**src/rtl/instr_sequencer_pkg.sv**
```systemverilog
// Shared encodings for the multi-cycle instruction sequencer: FSM states,
// instruction classes, RV32 opcodes and ALU control codes.
package instr_sequencer_pkg;

  typedef enum logic [2:0] {
    S_IDLE   = 3'd0,
    S_FETCH  = 3'd1,
    S_DECODE = 3'd2,
    S_EXEC   = 3'd3,
    S_MEM    = 3'd4,
    S_WB     = 3'd5,
    S_ERROR  = 3'd6
  } state_e;

  typedef enum logic [1:0] {
    C_RTYPE  = 2'd0,
    C_LOAD   = 2'd1,
    C_STORE  = 2'd2,
    C_BRANCH = 2'd3
  } iclass_e;

  localparam logic [6:0] OP_RTYPE  = 7'b0110011;
  localparam logic [6:0] OP_LOAD   = 7'b0000011;
  localparam logic [6:0] OP_STORE  = 7'b0100011;
  localparam logic [6:0] OP_BRANCH = 7'b1100011;

  localparam logic [3:0] ALU_ADD = 4'b0010;
  localparam logic [3:0] ALU_SUB = 4'b1000;
  localparam logic [3:0] ALU_AND = 4'b0000;
  localparam logic [3:0] ALU_OR  = 4'b0001;
  localparam logic [3:0] ALU_SLL = 4'b0110;

endpackage

```
**src/rtl/instr_sequencer_decoder.sv**
```systemverilog
// Combinational decode of the RV32 subset add/sub/and/or/sll/lw/sw/beq into
// an instruction class, ALU control code and a legal flag.
module instr_decoder
  import instr_sequencer_pkg::*;
(
  input  logic [31:0] instr_i,
  output iclass_e     iclass_o,
  output logic [3:0]  alu_control_o,
  output logic        legal_o
);

  logic [6:0] opcode;
  logic [2:0] funct3;
  logic [6:0] funct7;
  logic       unused_bits;

  assign opcode = instr_i[6:0];
  assign funct3 = instr_i[14:12];
  assign funct7 = instr_i[31:25];
  // Register/immediate fields are the datapath's business, not ours.
  assign unused_bits = ^{instr_i[24:15], instr_i[11:7]};

  always_comb begin
    iclass_o      = C_RTYPE;
    alu_control_o = ALU_ADD;
    legal_o       = 1'b0;
    case (opcode)
      OP_RTYPE: begin
        iclass_o = C_RTYPE;
        case (funct3)
          3'b000: begin
            if (funct7 == 7'b0000000) begin
              alu_control_o = ALU_ADD;
              legal_o       = 1'b1;
            end else if (funct7 == 7'b0100000) begin
              alu_control_o = ALU_SUB;
              legal_o       = 1'b1;
            end
          end
          3'b001: begin
            if (funct7 == 7'b0000000) begin
              alu_control_o = ALU_SLL;
              legal_o       = 1'b1;
            end
          end
          3'b110: begin
            alu_control_o = ALU_OR;
            legal_o       = 1'b1;
          end
          3'b111: begin
            alu_control_o = ALU_AND;
            legal_o       = 1'b1;
          end
          default: legal_o = 1'b0;
        endcase
      end
      OP_LOAD: begin
        iclass_o      = C_LOAD;
        alu_control_o = ALU_ADD;
        legal_o       = (funct3 == 3'b010);
      end
      OP_STORE: begin
        iclass_o      = C_STORE;
        alu_control_o = ALU_ADD;
        legal_o       = (funct3 == 3'b010);
      end
      OP_BRANCH: begin
        iclass_o      = C_BRANCH;
        alu_control_o = ALU_SUB;
        legal_o       = (funct3 == 3'b000);
      end
      default: legal_o = 1'b0;
    endcase
  end

endmodule

```
**src/rtl/instr_sequencer.sv**
```systemverilog
// Multi-cycle control FSM: FETCH -> DECODE -> EXEC -> [MEM] -> [WB], one
// instruction at a time, with a retire pulse and a retired-instruction count.
module instr_sequencer
  import instr_sequencer_pkg::*;
#(
  parameter int unsigned EXEC_CYCLES = 1,
  parameter int unsigned MEM_CYCLES  = 1
) (
  input  logic        clock,
  input  logic        reset,
  input  logic        run,
  input  logic [31:0] instruction,
  input  logic        zero,
  output logic        fetch_en,
  output logic        reg_read,
  output logic        alu_en,
  output logic [3:0]  alu_control,
  output logic        alu_src,
  output logic        mem_read,
  output logic        mem_write,
  output logic        mem_to_reg,
  output logic        reg_write,
  output logic        pc_write,
  output logic        pc_src,
  output logic        instr_done,
  output logic        illegal,
  output logic        busy,
  output logic [31:0] retired
);

  localparam logic [3:0] EXEC_LAST = 4'(EXEC_CYCLES - 1);
  localparam logic [3:0] MEM_LAST  = 4'(MEM_CYCLES - 1);

  state_e      state_q, state_d;
  logic [31:0] instr_q, instr_d;
  logic [31:0] retired_q;
  logic [3:0]  cnt_q, cnt_d;
  logic [3:0]  alu_ctl_q, alu_ctl_d;
  logic        alu_src_q, alu_src_d;
  logic        retire;

  iclass_e     dec_class;
  logic [3:0]  dec_alu;
  logic        dec_legal;

  instr_decoder u_dec (
    .instr_i       (instr_q),
    .iclass_o      (dec_class),
    .alu_control_o (dec_alu),
    .legal_o       (dec_legal)
  );

  always_ff @(posedge clock or posedge reset) begin
    if (reset) begin
      state_q   <= S_IDLE;
      instr_q   <= '0;
      cnt_q     <= '0;
      alu_ctl_q <= '0;
      alu_src_q <= 1'b0;
      retired_q <= '0;
    end else begin
      state_q   <= state_d;
      instr_q   <= instr_d;
      cnt_q     <= cnt_d;
      alu_ctl_q <= alu_ctl_d;
      alu_src_q <= alu_src_d;
      if (retire) retired_q <= retired_q + 32'd1;
    end
  end

  always_comb begin
    state_d   = state_q;
    instr_d   = instr_q;
    cnt_d     = '0;
    alu_ctl_d = alu_ctl_q;
    alu_src_d = alu_src_q;
    retire    = 1'b0;
    case (state_q)
      S_IDLE:  if (run) state_d = S_FETCH;
      S_FETCH: begin
        instr_d = instruction;
        state_d = S_DECODE;
      end
      S_DECODE: begin
        if (dec_legal) begin
          alu_ctl_d = dec_alu;
          alu_src_d = (dec_class == C_LOAD) || (dec_class == C_STORE);
          state_d   = S_EXEC;
        end else begin
          alu_ctl_d = '0;
          alu_src_d = 1'b0;
          state_d   = S_ERROR;
        end
      end
      S_EXEC: begin
        if (cnt_q != EXEC_LAST) begin
          cnt_d = cnt_q + 4'd1;
        end else begin
          case (dec_class)
            C_BRANCH:        retire  = 1'b1;
            C_LOAD, C_STORE: state_d = S_MEM;
            default:         state_d = S_WB;
          endcase
        end
      end
      S_MEM: begin
        if (cnt_q != MEM_LAST) cnt_d = cnt_q + 4'd1;
        else if (dec_class == C_STORE) retire = 1'b1;
        else state_d = S_WB;
      end
      S_WB:    retire = 1'b1;
      S_ERROR: state_d = S_ERROR;
      default: state_d = S_IDLE;
    endcase
    // run is only looked at here and in IDLE, so mid-instruction drops are harmless.
    if (retire) state_d = run ? S_FETCH : S_IDLE;
  end

  assign fetch_en    = (state_q == S_FETCH);
  assign reg_read    = (state_q == S_DECODE);
  assign alu_en      = (state_q == S_EXEC) && (cnt_q == 4'd0);
  assign alu_control = alu_ctl_q;
  assign alu_src     = alu_src_q;
  assign mem_read    = (state_q == S_MEM) && (dec_class == C_LOAD);
  assign mem_write   = (state_q == S_MEM) && (dec_class == C_STORE);
  assign mem_to_reg  = (state_q == S_WB) && (dec_class == C_LOAD);
  assign reg_write   = (state_q == S_WB);
  assign pc_write    = retire;
  assign instr_done  = retire;
  // beq retires in its final EXEC cycle, the same cycle zero is sampled, so the
  // flag is gated straight onto pc_src there.
  assign pc_src      = retire && (state_q == S_EXEC) && zero;
  assign illegal     = (state_q == S_ERROR);
  assign busy        = (state_q != S_IDLE) && (state_q != S_ERROR);
  assign retired     = retired_q;

endmodule
```
**config.mk**
```make
export PLATFORM = sky130hd
export DESIGN_NAME = instr_sequencer
export DESIGN_NICKNAME = d
export VERILOG_FILES = /design/src/rtl/instr_sequencer_pkg.sv /design/src/rtl/instr_sequencer_decoder.sv /design/src/rtl/instr_sequencer.sv
export SDC_FILE = /design/constraint.sdc
export NUM_CORES = 1
export LEC_CHECK = 0
export ABC_AREA = 1
export BUFFER_PORTS_ARGS = -buffer_cell sky130_fd_sc_hd__buf_4
export CAP_MARGIN = 20
export CORE_MARGIN = 4
export CORE_UTILIZATION = 57
export DETAILED_ROUTE_END_ITERATION = 8
export GPL_TIMING_DRIVEN = 0
export PLACE_DENSITY = 0.85
export RECOVER_POWER = 25
export SLEW_MARGIN = 20
export SYNTH_ARGS = -nofsm -noshare
export SYNTH_HDL_FRONTEND = slang
export SYNTH_SLANG_ARGS = --single-unit
```
**constraint.sdc**
```tcl
create_clock -name clock -period 3.9 [get_ports clock]
set_input_delay 0.585 -clock clock [delete_from_list [all_inputs] [get_ports clock]]
set_output_delay 0.585 -clock clock [all_outputs]
set_load 0.02 [all_outputs]
```
# Word level (Yosys, flattened, before mapping)
# Cells that the tools add are included.
# Widths: inputs -> output; s select.
[word_totals]
register_bits = 76
output_inout_bits = 49
word_cells = 81
[classes]
add_sub_neg = 2
eq_ne = 25
mux = 29
n_reduce_logical = 19
[op_table]
columns = ["operator", "count"]
rows = [
  ["$add 32x1->32 const B", 1],
  ["$eq 7x6->1 const B", 3],
  ["$mux 3", 7],
  ["$pmux 3 s7", 1],
  ["$mux 4", 5],
  ["$ne 3x3->1 const B", 6],
  ["$pmux 4 s4", 1],
  ["$eq 3x3->1 const B", 5],
  ["$eq 3x2->1 const B", 3],
  ["$mux 1", 9],
  ["$pmux 1 s3", 3],
  ["$pmux 4 s2", 1],
  ["$reduce_or 2->1", 4],
  ["$eq 7x2->1 const B", 1],
  ["$eq 7x7->1 const B", 1],
  ["$logic_and 1x1->1", 7],
  ["$logic_not 7->1", 1],
  ["$eq 3x1->1 const B", 2],
  ["$logic_not 3->1", 2],
  ["$pmux 2 s3", 1],
  ["$pmux 3 s2", 1],
  ["$reduce_and 6->1", 1],
  ["$add 4x1->4 const B", 1],
  ["$eq 2x2->1 const B", 2],
  ["6 further kinds", 6],
]

# Logic depth before layout (Yosys ltp)
# Gate-level depths: netlist of run 1.
[depth]
word_depth = 8
mapped_depth = 19
ltp_nobuf = 18

# Modules after synthesis
# Synthesis of run 1 repeated with hierarchy kept, for this count alone.
[unflattened]
cells_unflattened = 604
area_unflattened_um2 = 4250.3
[modules_own_cells]
columns = ["mod", "n_inst", "cells_each", "area_per_inst_um2", "seq_area_each_um2"]
rows = [
  ["instr_sequencer", 1, 553, 3998.8, 1901.8],
  ["instr_decoder", 1, 51, 251.5, 0.0],
]

# Least setup slack after synthesis of run 1
# OpenSTA, ideal clock, no wires.
[synth_timing]
path_kind = "register -> output"
startpoint = "reg instr_q[3]"
endpoint = "out pc_src"
arrival_time_ps = 2265
path_slack_ps = 1050
path_stages_with_launch = 19
cell_sequence = "dfrtp_1 inv_1 nand2_1 nor2_1 inv_1 nor2_1 inv_1 nor2_1 nor2_1 inv_1 ha_1 inv_1 o21ai_2 nand2_2 nand2_4 buf_6 buf_6 nand2_1 nor2_1"
[synth_between]
elab_chain_len = 8
elab_cells_between_ends = 13
classes_between = "5 x eq/ne; 6 x mux; 2 x reduce/logical"
[synth_rtl]
columns = ["element", "line_no", "text"]
rows = [
  ["from (decl)", "instr_sequencer.sv:35", "logic [31:0] instr_q, instr_d;"],
  ["from (signal assigned)", "instr_sequencer.sv:63", "instr_q <= instr_d;"],
  ["$eq 7x7->1 (tied with other cells)", "instr_sequencer_decoder.sv:27", "case (opcode)"],
  ["$pmux 2 s3 *", "instr_sequencer_decoder.sv:27", ""],
  ["$eq 2x2->1 (on tied branches)", "instr_sequencer.sv:108, instr_sequencer.sv:99", ""],
  ["$mux 1 (on tied branches)", "instr_sequencer.sv:108, instr_sequencer.sv:99", ""],
  ["$mux 1 (on tied branches)", "instr_sequencer.sv:107, instr_sequencer.sv:96", ""],
  ["$pmux 1 s3 *", "instr_sequencer.sv:78", "case (state_q)"],
  ["named net instr_done", "instr_sequencer.sv:25", "output logic instr_done,"],
  ["$logic_and 1x1->1 * (2 in a row)", "instr_sequencer.sv:132", "assign pc_src = retire && (state_q == S_EXEC) && zero;"],
  ["to (decl)", "instr_sequencer.sv:24", "output logic pc_src,"],
]
# Mark *: on every way through the listed nets, which the timed path passes. The rest lies on a longest branch.

# Worst setup path after layout of run 1
[layout_timing]
startpoint = "reg instr_q[2]"
endpoint = "out pc_src"
[layout_between]
elab_chain_len = 8
elab_cells_between_ends = 13
classes_between = "5 x eq/ne; 6 x mux; 2 x reduce/logical"
[layout_rtl]
columns = ["element", "line_no"]
rows = [
  ["$eq 7x7->1 (tied with other cells)", "instr_sequencer_decoder.sv:27"],
  ["$pmux 2 s3 *", "instr_sequencer_decoder.sv:27"],
  ["$eq 2x2->1 (on tied branches)", "instr_sequencer.sv:108, instr_sequencer.sv:99"],
  ["$mux 1 (on tied branches)", "instr_sequencer.sv:108, instr_sequencer.sv:99"],
  ["$mux 1 (on tied branches)", "instr_sequencer.sv:107, instr_sequencer.sv:96"],
  ["$pmux 1 s3 *", "instr_sequencer.sv:78"],
  ["$logic_and 1x1->1 * (2 in a row)", "instr_sequencer.sv:132"],
]
# Every way passes the cells marked *; elsewhere a longest branch is shown, timed or not.

==> metrics, run 1 <==
outcome=finished with violations; failing checks=capacitance limit, slew limit; final hold violations=0; vias=roughly 3k; Reg clk slew, reported paths=70 ps; TNS Setup=0 ps; Clk pwr share=0.254; CTS tree=done; XOR/XNOR Fraction of Synth Area=0.08155; ant diodes=0; Final Skew=9.782 ps; CP Launch Type=flop; DRT antenna net count=0; largest family of logic cells by synthesized area=simple AND/OR/NAND/NOR gates; Die Area=7128 um2; CP required=roughly 3300 ps; TritonCTS Buffers=9; simple-gate share of the synthesized area=0.2988; kind of critical path=flop to primary output; Worst Path Arrival=just under 3000 ps; H-tree Lvls=3; via count of the first global-routing pass=between 2k and 3k; leak pwr=2.066 nW; FF-to-FF setup slack=1410 ps; layout cell share with drive strength beyond 1=0.2058; Flop pwr share=0.390; CP max FO=11; Setup crit start=instr_q[2]; num rows=27; Crit path top cell by count=inv_1; largest net degree at the start of global routing=46; Nets=553; total wire length=about 8100 um; Synth Register Bits=61; top sig layer=met4; internal power=1.360 mW; CTS root buffer=clkbuf_8; CTS hold repair buffers=0; reg2reg path depth=18; drt wl/cell=13.71 um; Post-Syn Area per Cell=a little under 8 um2; post-synthesis compound-gate area fraction=0.05411; power share of the combinational group=0.356; Vias per Instance=about 5.3; fmax=280.3 MHz; initial core utilization=0.5973; DR DRC count=0; DP HPWL=6101 um; Syn Std Cell Area=around 3300 um2; slowest CP cell=dfrtp_1; M1 WL=3754 um; Period minus WS final=roughly 3600 ps; Synth Instances=430; Post-Synth Adder-Cell Area=0.02255; 1st-iter DRT viols=198; maximum clock path buffer count=2; Power Density=536.6 nW/um2; Synthesis Warnings=0; fin crit share=0.9147; post-synthesis mux area share=0; Boundary Pins=85; wire length on met3=430 um; Hold Slack=333.7 ps; Psw=0.8651 mW; switch share=0.3888; most frequent cells in the layout=123 x nand2_1, 70 x buf_4, 61 x dfrtp_1; commonest non-fill, non-tap cell in the layout=nand2_1; Pre-antenna DRT Iters=6; Critical Path Max Stage Delay=360 ps; Area Overhead vs Synth=24.54%; part of the Yosys area used for sequential elements=0.4585; fin. max-slew vios=46; Cell Chain, Critical Path=inv_1, nand2_1, nor2_2, inv_1, nor2_2, inv_1, nor2_1, nor2_1, inv_1, ha_1, inv_1, o21ai_2, nand2_2, nand2_4, buf_6, buf_6, nand2_1, nor2_1, buf_4; global-route usage over all layers=0.2375; Die X=84.43 um; r2r startpoint=instr_q[2]; CTS sink cnt=61; global-route wire length before repair=13700 um; GRT overflow=0; worst hold path class=primary input to asynchronous set/reset pin; Port-buffer cells=69; peak supply drop=0.3330 mV; Yosys cell types=30; RSZ-0062 raised after global routing=no; gpl congestion=0.8870; maxcap violations=1; Core Box Area=5574 um2; met2 wire length=between 3000 and 4000 um; initial antenna violation count=0; Final setup viols=0; insertion delay to the later sink of the worst-skew pair=340 ps; worst rel slew slack=-0.5766; CP Capture Type=primary output; Slew @ Worst Pin=2365 ps; die height=84.43 um; Worst R2R End=retired[22]; Post-Synthesis Net Count=472
## critical path, delay by kind of cell (launching register included)
kind / cells / cell delay [ps]
adder cells (fa/ha/maj): 1 / 150
flip-flops: 1 / 360
buffers and inverters: 8 / 890
AO/OA/AOI/OAI: 1 / 130
AND/OR/NAND/NOR: 9 / 1100
## cell type report
| class | count | area [um2] |
|---|---|---|
| fillers | 435 | 1428 |
| repair buffers | 70 | 521.8 |
| multi-input cells | 300 | 1526 |
| inverters | 62 | 234.0 |
| plain buffers | 7 | 48.80 |
| clock buffers | 11 | 151.4 |
| well taps | 72 | 90.09 |
| clock inverters | 4 | 47.55 |
| flip-flops and latches | 61 | 1526 |
## power groups by stage
stage	Combinational (mW)	Clock (mW)	Sequential, mW
after floorplan	0.510	0	0.883
after global placement	0.756	0	0.867
after detailed placement	0.781	0	0.876
after CTS	0.790	0.572	0.865
after global routing	0.887	0.602	0.883
final	0.792	0.566	0.867
## repair_timing
action / 4_1_cts / 5_1_grt
setup endpoints to repair: 0 / 1
setup buffers: 0 / 0
gates resized for setup: 0 / 2
## cell usage after synthesis
cell type	count	share of area
nand4_1	9	0.017
nand2_4	1	0.0034
nor3_1	10	0.015
buf_4	2	0.0045
o21ai_0	22	0.033
nand3b_1	1	0.0023
nand3_1	21	0.032
a31oi_1	1	0.0019
a21oi_1	4	0.0060
o21ai_2	1	0.0026
nand4_4	1	0.0064
inv_2	4	0.0045
o21ai_1	2	0.0030
o21a_1	1	0.0023
nor4_1	4	0.0075
nor2_2	2	0.0038
ha_1	6	0.023
nand2_2	2	0.0038
nor2_1	52	0.059
and3_1	1	0.0019
dfrtp_1	61	0.46
xor2_1	19	0.050
buf_6	2	0.0068
nor3_2	3	0.0090
xnor2_1	12	0.032
clkbuf_1	3	0.0034
a31o_2	1	0.0026
inv_1	58	0.065
nand2_1	123	0.14
o41ai_1	1	0.0026
## stage by stage
| step | utilization | total power, mW | setup WS (ps) | instances | area [um2] |
|---|---|---|---|---|---|
| after floorplan | - | 1.393 | 1050 | 430 | 3329 |
| after global placement | 0.7064 | 1.623 | 699.7 | 571 | 3938 |
| after detailed placement | 0.7104 | 1.657 | 580.3 | 572 | 3960 |
| after CTS | 0.7461 | 2.227 | 212.8 | 587 | 4159 |
| after global routing | 0.7439 | 2.371 | 47.69 | 587 | 4146 |
| final | 0.7439 | 2.225 | 332.7 | 587 | 4146 |
## flip-flops by register name, indices dropped and copies added (netlist names)
register     flops
alu_src          1
retired         32
cnt_q            4
state_q          3
instr_q         17
alu_control      4
## routing by layer
metal / global-route usage / vias up
met4: 0.07482 / 0
met1: 0.3357 / 1452
met2: 0.3680 / 117
met3: 0.05103 / 14
met5: 0 / -
li1: - / 1501
## kinds of logic after synthesis
| family | count (synthesis) |
|---|---|
| AND/OR/NAND/NOR | 230 |
| flip-flops | 61 |
| buffers and inverters | 69 |
| adder cells (fa/ha/maj) | 6 |
| XOR/XNOR | 31 |
| AO/OA/AOI/OAI | 33 |
## how the worst max path moves through the flow
stage / endpoint / depth (start not counted)
floorplan: pc_src / 18
global placement: pc_src / 19
detailed placement: pc_src / 19
CTS: pc_src / 19
global route: pc_src / 19
finish: pc_src / 19
Power figures use the tool's default switching activity.
==> inputs of run 2 (changes only) <==
- BUFFER_PORTS_ARGS: -buffer_cell sky130_fd_sc_hd__buf_4 -> default
- CORE_UTILIZATION: 57 -> 68
- DONT_BUFFER_PORTS: default -> 1
- PLACE_DENSITY: 0.85 -> 0.84
==> metrics, run 2 (synthesized netlist as in run 1, its figures left out) <==
outcome=finished with violations; failing checks=capacitance limit, slew limit; GR met2 Demand/Resource=0.4058; # fillers=345; fin crit share=0.9202; Port-buffer cells=0; Worst Path Arrival=3000 ps; CTS root buffer=clkbuf_8; initial core utilization=0.7049; worst rel slew slack=-0.7464; reg2reg path depth=18; GRT busiest layer=met2; Register Area=1526 um2; Setup crit start=instr_q[3]; TNS Setup=0 ps; DR DRC count=0; CTS hold repair buffers=0; final hold violations=0; leak pwr=1.692 nW; CP Capture Type=primary output; Post-Route Utilization=0.7597; Setup WS pre-CTS=roughly 570 ps; cell count along the critical path=18; ant diodes=0; Core Box Area=4723 um2; CP Launch Type=flop; CP max FO=11; insertion delay to the later sink of the worst-skew pair=340 ps; die height=77.98 um; Buf/Inv on CP=7; Hold Slack=about 360 ps; Period minus WS final=3589 ps; Area Overhead vs Synth=7.779%; Worst R2R End=retired[22]; Final Skew=9.520 ps; Final setup viols=0; setup bufs post-CTS=0; DP HPWL=5631 um; largest net degree at the start of global routing=62; global-route wire length before repair=12800 um; Reg clk slew, reported paths=~60 ps; commonest non-fill, non-tap cell in the layout=nand2_1; kind of critical path=flop to primary output; H-tree Lvls=3; Final Non-Filler Cells=slightly above 500; Top delay family on crit path=simple AND/OR/NAND/NOR gates; maxcap violations=1; DRT antenna net count=0; Cell Chain, Critical Path=inv_1, nand2_1, nor2_1, inv_1, nor2_1, inv_1, nor2_1, nor2_1, inv_1, ha_1, inv_1, o21ai_2, nand2_2, nand2_4, buf_6, buf_6, nand2_1, nor2_2; Final WS setup=311.1 ps; Critical Path Max Stage Delay=360 ps; RSZ-0062 raised after global routing=no; initial antenna violation count=0; worst hold path class=primary input to flop; slowest CP cell=dfrtp_1; Die X=77.98 um; CTS resizes=0; Die Area=6080 um2; 1st-iter DRT viols=280; GRT overflow=0; Boundary Pins=85; max FFs per register=32; GR met3 Demand/Resource=0.1056; maximum clock path buffer count=2; Nets=approximately 480; CP required=3310 ps; r2r startpoint=instr_q[3]; CP endpoint=pc_src; DP Cell Count=497; Vias per Instance=5.532; Pre-antenna DRT Iters=6; peak supply drop=0.4493 mV; layout cell share with drive strength beyond 1=0.07399; gpl congestion=0.9268; drt wl/cell=14.87 um; Power Density=569.0 nW/um2; CTS sink cnt=61; fmax=278.6 MHz; Slew @ Worst Pin=approximately 2600 ps; TritonCTS Buffers=9; vias=2838; Crit path top cell by count=inv_1; most frequent cells in the layout=123 x nand2_1, 61 x dfrtp_1, 57 x inv_1; fin. max-slew vios=62; CTS tree=done; global-route usage over all layers=0.2715; FF-to-FF setup slack=around 1300 ps; num rows=25; area of the multi-input gates=1524 um2; met1 usage=0.3569; total wire length=7629 um; via count of the first global-routing pass=2766
[run 2: worst min path at each step]
stage / depth (start not counted) / start / endpoint / slack, ps
6_report: 2 / instruction[1] / instr_q[1] / 360
2_1_floorplan: 2 / instr_q[0] / instr_q[0] / 440
5_1_grt: 2 / instruction[1] / instr_q[1] / 350
4_1_cts: 1 / reset / retired[5] / 270
3_5_place_dp: 2 / instr_q[1] / instr_q[1] / 460
3_3_place_gp: 2 / instr_q[1] / instr_q[1] / 460
[run 2: per-layer routing]
layer | part of all wire | vias up
met4 | 0.021 | 0
met3 | 0.10 | 18
met2 | 0.45 | 135
met1 | 0.43 | 1317
li1 | - | 1368
met5 | 0 | -
[run 2: area by class of cell]
cell class / count / area share
multi-input cells: 300 / 0.4247
inverters: 62 / 0.06520
flip-flops and latches: 61 / 0.4254
clock inverters: 1 / 0.001395
plain buffers: 7 / 0.01360
well taps: 67 / 0.02336
clock buffers: 15 / 0.04637
[run 2: per-stage QoR]
| stage | area, um2 | power, mW |
|---|---|---|
| 2_1_floorplan | 3329 | 1.393 |
| 3_3_place_gp | 3413 | 1.512 |
| 3_5_place_dp | 3416 | 1.542 |
| 4_1_cts | 3587 | 2.039 |
| 5_1_grt | 3588 | 2.195 |
| 6_report | 3588 | 2.042 |
[run 2: where the power goes]
group / switching, mW / total (mW) / internal, mW / leakage [nW]
registers: 0.138 / 0.901 / 0.763 / 0.811
logic: 0.456 / 0.643 / 0.187 / 0.793
clock network: 0.232 / 0.498 / 0.266 / 0.0877
==> inputs of run 3 (changes only) <==
--- a/config.mk
+++ b/config.mk
@@ -8,10 +8,13 @@
 export ABC_AREA = 1
 export CAP_MARGIN = 20
+export CELL_PAD_IN_SITES_DETAIL_PLACEMENT = 1
+export CELL_PAD_IN_SITES_GLOBAL_PLACEMENT = 1
 export CORE_MARGIN = 4
-export CORE_UTILIZATION = 68
+export CORE_UTILIZATION = 49
 export DETAILED_ROUTE_END_ITERATION = 8
 export DONT_BUFFER_PORTS = 1
+export GPL_ROUTABILITY_DRIVEN = 0
 export GPL_TIMING_DRIVEN = 0
-export PLACE_DENSITY = 0.84
+export PLACE_DENSITY_LB_ADDON = 0.1
 export RECOVER_POWER = 25
 export SLEW_MARGIN = 20
==> constraint.sdc (replaced) <==
create_clock -name clock -period 3.9 [get_ports clock]
set_input_delay 0.585 -clock clock [delete_from_list [all_inputs] [get_ports clock]]
set_output_delay 0.585 -clock clock [all_outputs]
set_load 0.1 [all_outputs]
==> metrics, run 3 (synthesized netlist as in run 1, its figures left out) <==
insertion delay to the later sink of the worst-skew pair=340 ps; peak supply drop=0.3418 mV; worst hold stages=2; Final setup viols=0; RSZ-0062 raised after global routing=no; GR met2 Demand/Resource=0.3404; Reg clk slew, reported paths=about 70 ps; worst rel slew slack=-0.2173; initial antenna violation count=0; Core Box Area=roughly 6500 um2; GR met3 Demand/Resource=0.06833; Worst R2R End=retired[22]; # fillers=807; CTS tree=done; DP Cell Count=514; final hold violations=0; Die X=90.43 um; Crit path top cell by count=inv_1; slowest CP cell=nor2_4; failing checks=capacitance limit, slew limit; FF-to-FF setup slack=between 1000 and 1500 ps; CTS sink cnt=61; 1st-iter DRT viols=131; Nets=491; Slew @ Worst Pin=~1800 ps; Port-buffer cells=0; most frequent cells in the layout=123 x nand2_1, 61 x dfrtp_1, 56 x inv_1; num rows=29; CP Capture Type=primary output; r2r startpoint=retired[0]; max FFs per register=32; CTS root buffer=clkbuf_8; area of the multi-input gates=around 1600 um2; vias=2841; Final WS setup=233.7 ps; total wire length=just under 9000 um; via count of the first global-routing pass=3004; reg2reg path depth=8; fin crit share=0.9401; maxcap violations=1; CTS hold repair buffers=0; Buf/Inv on CP=7; Cell Chain, Critical Path=inv_1, nand2_1, nor2_4, inv_2, nor2_4, inv_1, nor2_2, nor2_1, inv_1, ha_1, inv_1, o21ai_2, nand2_2, nand2_4, buf_12, buf_16, nand2_1, nor2_4; GRT overflow=0; ant diodes=0; leak pwr=1.754 nW; layout cell share with drive strength beyond 1=0.1101; die height=90.43 um; Die Area=between 8000 and 9000 um2; kind of critical path=flop to primary output; DR DRC count=0; CP Launch Type=flop; Critical Path Max Stage Delay=490 ps; Final Power=2.611 mW; outcome=finished with violations; global-route wire length before repair=14950 um; global-route usage over all layers=0.2237; H-tree Lvls=3; fmax=272.8 MHz; DRT antenna net count=0; Pre-antenna DRT Iters=4; Power Density=686.8 nW/um2; met1 usage=0.3126; Setup WS pre-CTS=-115.4 ps; Boundary Pins=85; TritonCTS Buffers=9; maximum clock path buffer count=2; CP required=3310 ps; DP HPWL=6673 um; GRT busiest layer=met2; Vias per Instance=5.350; fin. max-slew vios=34; drt wl/cell=16.29 um; commonest non-fill, non-tap cell in the layout=nand2_1; Hold EP=instr_q[27]; CP max FO=11; Period minus WS final=3666 ps; Top delay family on crit path=simple AND/OR/NAND/NOR gates; Hold Startpoint=instruction[27]; Worst Path Arrival=3080 ps; Area Overhead vs Synth=14.17%; Final Skew=9.117 ps; largest net degree at the start of global routing=34; worst hold path class=primary input to flop; initial core utilization=0.5155; Final Non-Filler Cells=approximately 530; Register Area=1526 um2
## run 3: worst max path at each step
stage	endpoint	start	slack, ps	cells past startpoint
after floorplan	pc_src	state_q[0]	40	8
after global placement	pc_src	state_q[0]	-170	8
after detailed placement	pc_src	instr_q[3]	-120	18
after CTS	pc_src	instr_q[2]	0.06	18
after global routing	pc_src	instr_q[3]	10	18
final	pc_src	instr_q[2]	230	18
## run 3: metrics by stage
step                TNS (ps)  hold slack [ps]  cell area, um2    util
finish                     0            366.8            3801  0.5885
global route               0            366.6            3801  0.5885
CTS                        0            114.1            3765  0.5829
detailed placement    -115.4            475.0            3567  0.5523
global placement      -171.2            460.8            3428  0.5308
floorplan                  0            441.7            3332       -
## run 3: report_power, final
part / switching (mW) / total [mW] / internal (mW)
Clock: 0.245 / 0.510 / 0.265
Sequential: 0.300 / 1.06 / 0.758
Combinational: 0.740 / 1.04 / 0.302
## run 3: layout make-up
type,count,area share
inverter,62,0.06155
tap,77,0.02535
sequential,61,0.4016
buffer,7,0.01975
clock inverter,3,0.005267
timing repair buffer,8,0.03226
clock buffer,13,0.04180
multi-input combinational,300,0.4124
## run 3: timing repair
action | CTS | global route
setup endpoints to repair | 1 | 1
setup buffers | 0 | 0
pin swaps | 1 | 1
resized for setup | 5 | 7
gates cloned | 0 | 1
## run 3: layer usage
layer,vias up,routed length (um)
met5,-,0
met4,0,82
met3,7,562
met2,76,3949
met1,1371,4057
li1,1387,-
